==> config.mk <==
export PLATFORM = sky130hd
export DESIGN_NAME = fetch_stage
export DESIGN_NICKNAME = d
export VERILOG_FILES = /design/src/rtl/cpu_pkg.sv /design/src/rtl/ifid_reg.sv /design/src/rtl/fetch_stage.sv
export SDC_FILE = /design/constraint.sdc
export NUM_CORES = 1
export LEC_CHECK = 0
export ABC_CLOCK_PERIOD_IN_PS = 9250
export CAP_MARGIN = 20
export CORE_MARGIN = 1.5
export CORE_UTILIZATION = 55
export DETAILED_ROUTE_END_ITERATION = 12
export PLACE_DENSITY_LB_ADDON = 0.2
export SKIP_CTS_REPAIR_TIMING = 1
export SYNTH_ARGS = -nofsm -noshare
export SYNTH_HDL_FRONTEND = slang
export SYNTH_SLANG_ARGS = --single-unit
==> constraint.sdc <==
create_clock -name clk -period 9.25 [get_ports clk]
set_input_delay 2.775 -clock clk [delete_from_list [all_inputs] [get_ports clk]]
set_output_delay 2.775 -clock clk [all_outputs]
set_load 0.03 [all_outputs]
==> src/rtl/cpu_pkg.sv <==
// Shared CPU pipeline types and widths, used by fetch, decode and hazard logic.
package cpu_pkg;

  localparam int ADDR_W = 30;
  localparam int INSTR_W = 32;
  localparam int PERF_W = 32;
  localparam logic [INSTR_W-1:0] NOP_INSTR = 32'h0000_0000;

  typedef enum logic [1:0] {
    IDLE  = 2'd0,
    FETCH = 2'd1,
    HOLD  = 2'd2,
    DROP  = 2'd3
  } fetch_state_t;

  typedef struct packed {
    logic [INSTR_W-1:0] instr;
    logic [ADDR_W-1:0]  pc;
    logic [ADDR_W-1:0]  pc_plus1;
  } ifid_t;

  typedef struct packed {
    logic [INSTR_W-1:0] instr;
    logic [ADDR_W-1:0]  pc;
  } fbuf_t;

  localparam ifid_t IFID_RST = '{instr: NOP_INSTR, pc: '0, pc_plus1: '0};

  // Word-address increment, wraps modulo 2^ADDR_W.
  function automatic logic [ADDR_W-1:0] pc_inc(input logic [ADDR_W-1:0] pc);
    return pc + ADDR_W'(1);
  endfunction

endpackage

==> src/rtl/ifid_reg.sv <==
// Generic pipeline register with valid bit: flush/hold/load, invalid entries show RST_VAL.
// Latency: one cycle from load to q.
// Backpressure: hold freezes contents; caller derives hold from downstream stall.
module ifid_reg #(
  parameter int W = 1,
  parameter logic [W-1:0] RST_VAL = '0
) (
  input  logic         clk,
  input  logic         reset,
  input  logic         flush,
  input  logic         hold,
  input  logic         load,
  input  logic [W-1:0] d,
  output logic         valid,
  output logic [W-1:0] q
);

  // Without hold or load the entry has been consumed, so it becomes a bubble.
  always_ff @(posedge clk) begin
    if (reset || flush) begin
      valid <= 1'b0;
      q     <= RST_VAL;
    end else if (!hold) begin
      valid <= load;
      q     <= load ? d : RST_VAL;
    end
  end

endmodule

==> src/rtl/fetch_stage.sv <==
// Instruction fetch: drives pc_d, issues imem req/ack, fills IF/ID; FETCH_PERF_EN adds stall/flush counters.
// Latency: instruction appears on ifid_* the edge after its imem_ack cycle.
// Backpressure: id_stall holds IF/ID; one extra returned word parks in a buffer (HOLD) and pc_d freezes.
module fetch_stage
  import cpu_pkg::*;
(
  input  logic               clk,
  input  logic               reset,
  input  logic [ADDR_W-1:0]  pc_q,
  output logic [ADDR_W-1:0]  pc_d,
  output logic               imem_req,
  output logic [ADDR_W-1:0]  imem_addr,
  input  logic               imem_ack,
  input  logic [INSTR_W-1:0] imem_rdata,
  input  logic               redirect,
  input  logic [ADDR_W-1:0]  redirect_target,
  input  logic               id_stall,
  output logic               ifid_valid,
  output logic [INSTR_W-1:0] ifid_instr,
  output logic [ADDR_W-1:0]  ifid_pc,
  output logic [ADDR_W-1:0]  ifid_pc_plus1
`ifdef FETCH_PERF_EN
  ,
  output logic [PERF_W-1:0]  stall_cycles,
  output logic [PERF_W-1:0]  flush_count
`endif
);

  fetch_state_t      state, state_nxt;
  fbuf_t             hbuf_q;
  logic              hbuf_ld;
  logic [ADDR_W-1:0] redir_q;
  logic              redir_ld;
  logic              accept;
  logic              ld;
  ifid_t             ld_dat;
  ifid_t             ifid_q;

  assign accept    = !ifid_valid || !id_stall;
  assign imem_addr = pc_q;

  always_comb begin
    state_nxt = state;
    pc_d      = pc_q;
    imem_req  = 1'b0;
    hbuf_ld   = 1'b0;
    redir_ld  = 1'b0;
    ld        = 1'b0;
    ld_dat    = '{instr: imem_rdata, pc: pc_q, pc_plus1: pc_inc(pc_q)};
    case (state)
      IDLE: state_nxt = FETCH;
      FETCH: begin
        imem_req = 1'b1;
        if (redirect && imem_ack) begin
          pc_d = redirect_target;
        end else if (redirect) begin
          redir_ld  = 1'b1;
          state_nxt = DROP;
        end else if (imem_ack) begin
          pc_d = pc_inc(pc_q);
          if (accept) begin
            ld = 1'b1;
          end else begin
            hbuf_ld   = 1'b1;
            state_nxt = HOLD;
          end
        end
      end
      HOLD: begin
        ld_dat = '{instr: hbuf_q.instr, pc: hbuf_q.pc, pc_plus1: pc_inc(hbuf_q.pc)};
        if (redirect) begin
          pc_d      = redirect_target;
          state_nxt = FETCH;
        end else if (accept) begin
          ld        = 1'b1;
          state_nxt = FETCH;
        end
      end
      DROP: begin
        // The stale request must complete at its original address before refetching.
        imem_req = 1'b1;
        redir_ld = redirect;
        if (imem_ack) begin
          pc_d      = redirect ? redirect_target : redir_q;
          state_nxt = FETCH;
        end
      end
      default: state_nxt = IDLE;
    endcase
  end

  always_ff @(posedge clk) begin
    if (reset) begin
      state   <= IDLE;
      hbuf_q  <= '{instr: NOP_INSTR, pc: '0};
      redir_q <= '0;
    end else begin
      state <= state_nxt;
      if (hbuf_ld) hbuf_q <= '{instr: imem_rdata, pc: pc_q};
      if (redir_ld) redir_q <= redirect_target;
    end
  end

  ifid_reg #(
    .W       ($bits(ifid_t)),
    .RST_VAL (IFID_RST)
  ) u_ifid (
    .clk   (clk),
    .reset (reset),
    .flush (redirect),
    .hold  (ifid_valid && id_stall),
    .load  (ld),
    .d     (ld_dat),
    .valid (ifid_valid),
    .q     (ifid_q)
  );

  assign ifid_instr    = ifid_q.instr;
  assign ifid_pc       = ifid_q.pc;
  assign ifid_pc_plus1 = ifid_q.pc_plus1;

`ifdef FETCH_PERF_EN
  always_ff @(posedge clk) begin
    if (reset) begin
      stall_cycles <= '0;
      flush_count  <= '0;
    end else begin
      if (ifid_valid && id_stall && stall_cycles != '1) stall_cycles <= stall_cycles + PERF_W'(1);
      if (redirect && flush_count != '1) flush_count <= flush_count + PERF_W'(1);
    end
  end
`endif

endmodule

==> impl_metrics.yaml, run 1 <==
status:
  outcome: "finished, final reports clean"
route:
  vias: 11860
  via_per_inst: 6.159
  wirelength_mm: 37.67
  drt_iter0_markers: 1147
  first_pass_iters: 7
  drt-wirelength-per-cell_um: 19.57
  drc: 0
  drtAntennaViolNets: 0
logic_synthesis:
  synth_area_leader_cell: "dfxtp_1"
  yosys.cell_types.count: 68
  synth_top_area_share_pct: 33.95
  ys_seq_area_share_pct: 33.95
  ys_ff_latch: 187
  netlist_area_um2: 11030
  syn_area_per_cell_um2: 7.345
  ys_top_cells_by_count: "nand2_1, a21oi_1, dfxtp_1"
  yosys_most_used_dff: "dfxtp_1"
  async_flop_share_pct: 0
  syn_inst: 1501
  yosysWarnings: 0
  yosysMostFrequentCell: "nand2_1"
  ys_top_cells_by_area: "dfxtp_1, a21oi_1, nand2_1"
  synth_edf_count: 0
  synth_nets: 1604
layout:
  fin_area_um2: 14040
  fillers: 1649
  instances_no_fill: 1925
  seqCellArea_um2: 3744
  fin_nets: 1751
  drive_above_1_share_pct: 6.084
  multiInputGateArea_um2: 6419
  num_antenna_cells: 0
  syn2layout_area_growth_pct: 27.36
timing:
  min_period_over_period_pct: 95.83
  finalHoldViolCount: 0
  fmax_mhz: 112.8
  slew_headroom_pct: 24.39
  setup_viol: 0
  final.setup.tns_ns: 0
  fin_ws_ns: 0.3861
  layout_min_cycle_time_ns: 8.864
  worst_pin_slew_ns: 1.134
  drv_slew: 0
  fin_skew_ns: 0.01080
  hold_slack_ns: 0.4543
  rsz0062_at_grt: "no"
worst_setup_path:
  r2r_cells: 7
  crit_fanout: 9
  rr_startpoint: "state[0]$_SDFFE_PP0P_"
  critPathArrivalTime_ns: 6.09
  cp-end-kind: "output port"
  reg2reg_to: "u_ifid.q[28]$_SDFFE_PP0N_"
  endpoint: "pc_d[21]"
  path_class: "in2out"
  cp-startpoint: "pc_q[3]"
  required_ns: 6.48
  crit_path_start_kind: "primary input"
  ff2ff_setup_slack_ns: 6.27
pwr:
  ir_worst_vdd_mv: 0.1389
  power_density_nw_per_um2: 145.0
  p_leak_nw: 4.701
placement:
  place_ws_ns: 0.4767
  place_hpwl_mm: 25.73
  dpl_cell_area_um2: 13440
  gp_congestion: 0.9816
  port_buffers: 250
  dp.cells: 1893
flow_run:
  cap_violations: 0
floorplan:
  die_h_um: 144.6
  dieArea_um2: 20900
  core_area_um2: 19590
  pin_count: 251
  placementRows: 51
  start_util_pct: 56.28
  die_x_um: 144.6
global_route:
  first_global_vias: 10700
  antenna_found_initial: 0
  grt_remaining_overflow: 0
  grt_max_degree: 95
  grt_pass1_wl_mm: 56.83
  grt_usage_pct: 35.05
clocking:
  worstSkewPairLatency_ns: 0.43
  cts.sinks: 187
  tritoncts: "done"
  cts.htree.levels: 4
  clockBufferDepth: 2
  cts_buffers: 17
  root_buffer: "clkbuf_16"
  path_clk_slew_ns: 0.06
hold_path:
  min-delay-path-class: "reg2reg"
  min_from: "redir_q[12]$_SDFFE_PP0P_"
## per-stage QoR
step	power, mW	util [%]
after floorplan	1.137	-
after global placement	1.321	68.61
after detailed placement	1.325	68.61
after CTS	2.033	71.54
after global routing	2.108	71.68
final	2.036	71.68
## power by group
group	internal, mW	total, mW	switching, mW
Clock	0.360	0.719	0.359
Sequential	0.816	0.823	0.00728
Combinational	0.199	0.493	0.295
## layout by cell type (no fill, tap or decap), drive strengths merged, types with 13 or more instances in the layout
cell type,instances
a21oi,204
nor2,167
dfxtp,187
clkbuf,17
clkdlybuf4s50,247
nand4,22
mux2i,94
buf,51
nor4,17
nand2,263
xnor2,29
inv,31
and4,13
o21ai,39
nor3,25
nand3,36
## final cells by class
type	instances	area share (%)
multi-input cells	1119	45.71
inverters	25	0.6683
flip-flops and latches	187	26.66
clock buffers	17	3.029
clock inverters	14	1.060
well taps	265	2.361
repair buffers	298	20.51
## registers in the layout (all words and copies together) (netlist names)
| register | flops |
|---|---|
| state | 2 |
| hbuf_q | 62 |
| u_ifid.valid | 1 |
| u_ifid.q | 92 |
| redir_q | 30 |
## routing by layer
layer  wire (um)  up-vias  GRT usage [%]
li1            -     5529              -
met1       14990     5601          45.22
met2       17620      632          56.06
met3        3656       95          8.013
met4        1394        0          15.20
met5           0        -              0
## how the worst min path moves through the flow
stage / endpoint / cells after the start
after floorplan: redir_q[10]$_SDFFE_PP0P_ / 2
after global routing: redir_q[5]$_SDFFE_PP0P_ / 2
after global placement: hbuf_q[49]$_SDFFE_PP0P_ / 2
final: redir_q[12]$_SDFFE_PP0P_ / 2
after CTS: redir_q[12]$_SDFFE_PP0P_ / 2
after detailed placement: redir_q[29]$_SDFFE_PP0P_ / 2
## cells by family (layout without fill, tap and decap cells)
family	after synthesis	after routing	share of synthesized area [%]
and+or+nand+nor	594	594	23.98
AOI/OAI and AO/OA	383	383	21.41
buffers and inverters	195	354	8.057
DFF	187	187	33.95
muxes	96	96	8.738
xor gates and xnor gates	40	40	3.177
adders and majority gates	6	6	0.6809
## worst max-delay path: stages
cell and delay [ns]:
clkdlybuf4s50_1 0.72, nand4_4 0.26, or4_1 0.75, or4_4 0.47
a31oi_1 0.25, o22a_1 0.17, clkdlybuf4s50_1 0.68
Power figures use the tool's default switching activity.
==> inputs of run 2 (changes only) <==
- CORE_UTILIZATION: 55 -> 57
- DONT_BUFFER_PORTS: not set -> 1
- HOLD_SLACK_MARGIN: not set -> 0.05
==> run 2 against run 1 <==
Against the previous run:
- register-to-register slack worse by 0.05 ns
- flip-flop and latch count unchanged
- clock power up 4.2%
- sequential share of layout area up 6.4 points
- global-route usage down 1.9 points
- wire length down 9.4%
- first-iteration DRC count down 11%
- critical path depth down 1
- non-clock buffer count down 279
- combinational power down 39%
- cell count down 15%
- critical path type unchanged
==> impl_metrics.yaml, run 2 (synthesis gave the netlist of run 1 again) <==
timing:
  drv_slew: 0
  slew_headroom_pct: 26.19
  fin_ws_ns: 1.392
  layout_min_cycle_time_ns: 7.858
  final.setup.tns_ns: 0
  rsz0062_at_grt: "no"
  fmax_mhz: 127.3
  setup_viol: 0
  worst_pin_slew_ns: 1.107
  fin_skew_ns: 0.01093
  finalHoldViolCount: 0
  min_period_over_period_pct: 84.95
route:
  vias: 10360
  drc: 0
  wirelength_mm: 34.13
  first_pass_iters: 5
  via_per_inst: 6.311
  drtAntennaViolNets: 0
  drt-wirelength-per-cell_um: 20.79
  drt_iter0_markers: 1023
worst_setup_path:
  crit_buf_inv: 1
  required_ns: 6.48
  cp_slowest_cell: "or4_1"
  cp-end-kind: "output port"
  crit_fanout: 12
  r2r_cells: 7
  crit_path_start_kind: "primary input"
  ff2ff_setup_slack_ns: 6.22
  cpLargestDelayFamily: "simple AND/OR/NAND/NOR gates"
  critPathArrivalTime_ns: 5.08
  rr_startpoint: "state[0]$_SDFFE_PP0P_"
  reg2reg_to: "u_ifid.q[23]$_SDFFE_PP0N_"
  crit_path_max_incr_delay_ns: 0.65
  path_cells: "ha_1, inv_1, or4_1, nor3_1, mux2_2, o221ai_1"
  path_class: "in2out"
pwr:
  p_leak_nw: 3.640
  ir_worst_vdd_mv: 0.1262
  power_density_nw_per_um2: 166.1
clocking:
  worstSkewPairLatency_ns: 0.43
  path_clk_slew_ns: 0.08
  cts.sinks: 187
  tritoncts: "done"
  root_buffer: "clkbuf_16"
  cts.htree.levels: 4
  clockBufferDepth: 2
  cts_buffers: 17
layout:
  fillers: 1789
  multiInputGateArea_um2: 6421
  reg_top3: "u_ifid.q: 92 flops, hbuf_q: 62 flops, redir_q: 30 flops"
  syn2layout_area_growth_pct: 2.747
  final_common_cell: "nand2_1"
  num_antenna_cells: 0
  largest_register: "u_ifid.q"
  final_cell_mix: "nand2_1, a21oi_1, dfxtp_1"
  drive_above_1_share_pct: 5.065
  largest_reg_flops: 92
  fin_nets: 1472
  seqCellArea_um2: 3744
hold_path:
  holdPathEnd: "hbuf_q[34]$_SDFFE_PP0P_"
  min_path_cells: 2
  min_from: "hbuf_q[34]$_SDFFE_PP0P_"
  min-delay-path-class: "reg2reg"
floorplan:
  pin_count: 251
  die_x_um: 142.1
  placementRows: 50
  core_area_um2: 18830
  die_h_um: 142.1
  dieArea_um2: 20190
  start_util_pct: 58.55
global_route:
  grt_usage_pct: 33.12
  grt_max_degree: 96
  antenna_found_initial: 0
  grt_remaining_overflow: 0
  first_global_vias: 9540
  grt_pass1_wl_mm: 52.54
placement:
  place_hpwl_mm: 23.35
  place_ws_ns: 1.485
  gp_congestion: 0.9056
  port_buffers: 0
flow_run:
  cap_violations: 0
status:
  outcome: "finished, final reports clean"
run 2: cell types whose count changed in the layout (fill, tap and decap cells not counted), moves of 2 or more:
cell	change
clkdlybuf4s50_1	-247
inv_6	+3
buf_2	-3
clkinvlp_4	-2
inv_8	-3
buf_4	-27
run 2: worst max path at each step:
stage	slack, ns	startpoint	to	cells past startpoint
floorplan	1.63	pc_q[12]	pc_d[27]	6
global placement	1.48	pc_q[0]	pc_d[26]	6
detailed placement	1.48	pc_q[0]	pc_d[26]	6
CTS	1.47	pc_q[0]	pc_d[26]	6
global route	1.32	pc_q[0]	pc_d[26]	6
finish	1.39	pc_q[0]	pc_d[26]	6
run 2: final cells by class:
cell class | instances | share of cell area, %
Clock buffer | 18 | 3.788
Clock inverter | 14 | 1.524
Inverter | 25 | 0.8284
Multi-Input combinational cell | 1119 | 56.68
Sequential cell | 187 | 33.05
Tap cell | 260 | 2.872
Timing Repair Buffer | 19 | 1.259
run 2: worst reg2reg max path: stages (launching register included):
cell and delay (ns):
dfxtp_1 0.34, inv_1 0.13, ha_4 0.63, clkinv_1 0.47, buf_4 0.32, or3_1 0.64
a21oi_1 0.31, a221o_1 0.14
run 2: power breakdown:
group / switching, mW / leakage, nW / internal (mW)
combinational: 0.200 / 1.84 / 0.0996
sequential: 0.0171 / 1.51 / 0.816
clock: 0.360 / 0.290 / 0.389
run 2: per-layer routing:
metal / GRT usage (%) / wire length, um / vias up
met3: 9.017 / 3419 / 63
met4: 9.387 / 826 / 0
li1: - / - / 4968
met2: 54.09 / 15750 / 471
met5: 0 / 0 / -
met1: 42.97 / 14130 / 4861
run 2: through the flow:
step / utilization (%) / std cells / area (um^2) / hold WS [ns] / power [mW]
after global placement: 56.92 / 1609 / 10720 / 0.4350 / 1.144
final: 60.16 / 1642 / 11330 / 0.4499 / 1.881
after global routing: 60.16 / 1642 / 11330 / 0.4656 / 1.947
after floorplan: - / 1501 / 11030 / 0.4357 / 1.137
after detailed placement: 56.92 / 1609 / 10720 / 0.4401 / 1.147
after CTS: 60.12 / 1641 / 11320 / 0.4507 / 1.886
==> inputs of run 3 (changes only) <==
- ABC_CLOCK_PERIOD_IN_PS: 9250 -> 8100
- clock period: 9.25 -> 8.1 ns (I/O delays scaled with it)
==> run 3 against run 2 <==
Against the previous run:
- cell count is 0.79% higher
- utilization increased by 0.47 points
- non-clock buffer count is 13 higher
- flip-flop and latch count stayed put
- global-route usage fell by 0.35 points
- via count rose by 2.1%
- first-iteration DRC count rose by 5.7%
- worst setup slack worse by 0.35 ns
- clock power rose by 10%
- register-to-register slack worse by 1.1 ns
- hold slack got worse by 0.0017 ns
- sequential power increased by 14%
- largest power group unchanged
- highest routed layer unchanged
==> impl_metrics.yaml, run 3 (synthesis gave the netlist of run 1 again) <==
status:
  outcome: "finished, final reports clean"
route:
  vias: 10580
  drt_iter0_markers: 1081
  drc: 0
  wirelength_mm: 33.80
  drtAntennaViolNets: 0
  drt-wirelength-per-cell_um: 20.42
  first_pass_iters: 6
  via_per_inst: 6.392
timing:
  fin_ws_ns: 1.040
  fmax_mhz: 141.6
  slew_headroom_pct: 28.59
  drv_slew: 0
  worst_pin_slew_ns: 1.071
  layout_min_cycle_time_ns: 7.060
  setup_viol: 0
  rsz0062_at_grt: "no"
  finalHoldViolCount: 0
  fin_skew_ns: 0.01307
  final.setup.tns_ns: 0
  min_period_over_period_pct: 87.17
global_route:
  antenna_found_initial: 0
  grt_use_met2_pct: 52.76
  gr-usage-met1_pct: 42.06
  grt_usage_pct: 32.78
  grt_remaining_overflow: 0
  use_met3_pct: 8.647
  grt_max_degree: 96
  grt_busiest_layer: "met2"
  grt_pass1_wl_mm: 51.91
  first_global_vias: 9624
layout:
  instances_no_fill: 1655
  final_common_cell: "nand2_1"
  drive_above_1_share_pct: 5.950
  final_cell_mix: "nand2_1, a21oi_1, dfxtp_1"
  reg_top3: "u_ifid.q: 92 flops, hbuf_q: 62 flops, redir_q: 30 flops"
  syn2layout_area_growth_pct: 3.540
  num_antenna_cells: 0
  fin_nets: 1485
  largest_register: "u_ifid.q"
  fillers: 1774
  largest_reg_flops: 92
floorplan:
  die_x_um: 142.1
  pin_count: 251
  placementRows: 50
  dieArea_um2: 20190
  core_area_um2: 18830
  die_h_um: 142.1
  start_util_pct: 58.55
clocking:
  root_buffer: "clkbuf_16"
  cts.sinks: 187
  tritoncts: "done"
  cts.htree.levels: 4
  cts_buffers: 17
  clockBufferDepth: 2
  worstSkewPairLatency_ns: 0.45
  path_clk_slew_ns: 0.08
worst_setup_path:
  path_cells: "nand4_1, or4_1, or4_1, a31oi_1, a2bb2oi_1"
  crit_path_max_incr_delay_ns: 0.64
  critPathArrivalTime_ns: 4.63
  crit_fanout: 11
  crit_path_start_kind: "primary input"
  cpMostUsedCell: "or4_1"
  cp-end-kind: "output port"
  required_ns: 5.67
  path_class: "in2out"
  cp_slowest_cell: "a2bb2oi_1"
pwr:
  p_leak_nw: 3.704
  ir_worst_vdd_mv: 0.1568
  power_density_nw_per_um2: 187.2
placement:
  place_ws_ns: 1.068
  dp.cells: 1622
  place_hpwl_mm: 23.32
  gp_congestion: 0.9231
  port_buffers: 0
hold_path:
  min-delay-path-class: "reg2reg"
flow_run:
  cap_violations: 0
-- run 3: changes by cell type in the layout (fill, tap and decap cells not counted) --
cell	delta
buf_4	+12
inv_8	+4
clkinv_8	-2
inv_6	-2
buf_16	+1
bufinv_16	-1
clkinv_2	+1
-- run 3: stage by stage --
| stage | hold WS, ns | power, mW | instance area [um^2] | util (%) |
|---|---|---|---|---|
| after global routing | 0.4629 | 2.210 | 11420 | 60.62 |
| after global placement | 0.4350 | 1.322 | 10820 | 57.44 |
| after floorplan | 0.4357 | 1.298 | 11030 | - |
| after CTS | 0.4508 | 2.143 | 11390 | 60.48 |
| after detailed placement | 0.4406 | 1.325 | 10820 | 57.44 |
| final | 0.4482 | 2.137 | 11420 | 60.62 |
-- run 3: worst paths after layout --
| check | slack, ns | to | startpoint | depth (start not counted) |
|---|---|---|---|---|
| setup / recovery | 1.04 | pc_d[27] | pc_q[11] | 5 |
| hold / removal | 0.45 | hbuf_q[31]$_SDFFE_PP0P_ | hbuf_q[31]$_SDFFE_PP0P_ | 2 |
| setup reg to reg | 5.07 | u_ifid.q[23]$_SDFFE_PP0N_ | state[0]$_SDFFE_PP0P_ | 6 |
| hold reg to reg | 0.45 | hbuf_q[31]$_SDFFE_PP0P_ | hbuf_q[31]$_SDFFE_PP0P_ | 2 |
-- run 3: final cells by class --
type / instances / area, um^2 / share of cell area [%]
tap: 260 / 325.3 / 2.850
multi-input combinational: 1119 / 6421 / 56.25
clock inverter: 14 / 142.6 / 1.249
clock buffer: 18 / 429.2 / 3.759
timing repair buffer: 32 / 260.3 / 2.280
inverter: 25 / 93.84 / 0.8220
sequential: 187 / 3744 / 32.79
-- run 3: layer usage --
layer  routed length, um  vias up
met5                   0        -
met4                1134        0
met3                3375       92
met2               15330      526
met1               13960     4981
li1                    -     4979
-- run 3: report_power, final --
| group | switching (mW) | total (mW) | leakage (nW) | internal (mW) |
|---|---|---|---|---|
| Combinational | 0.232 | 0.360 | 1.91 | 0.129 |
| Sequential | 0.0195 | 0.951 | 1.51 | 0.932 |
| Clock | 0.413 | 0.826 | 0.281 | 0.413 |
-- run 3: critical path: cells and delay by family --
family / cells / cell delay, ns
compound gates: 2 / 0.80
simple gates: 3 / 1.39
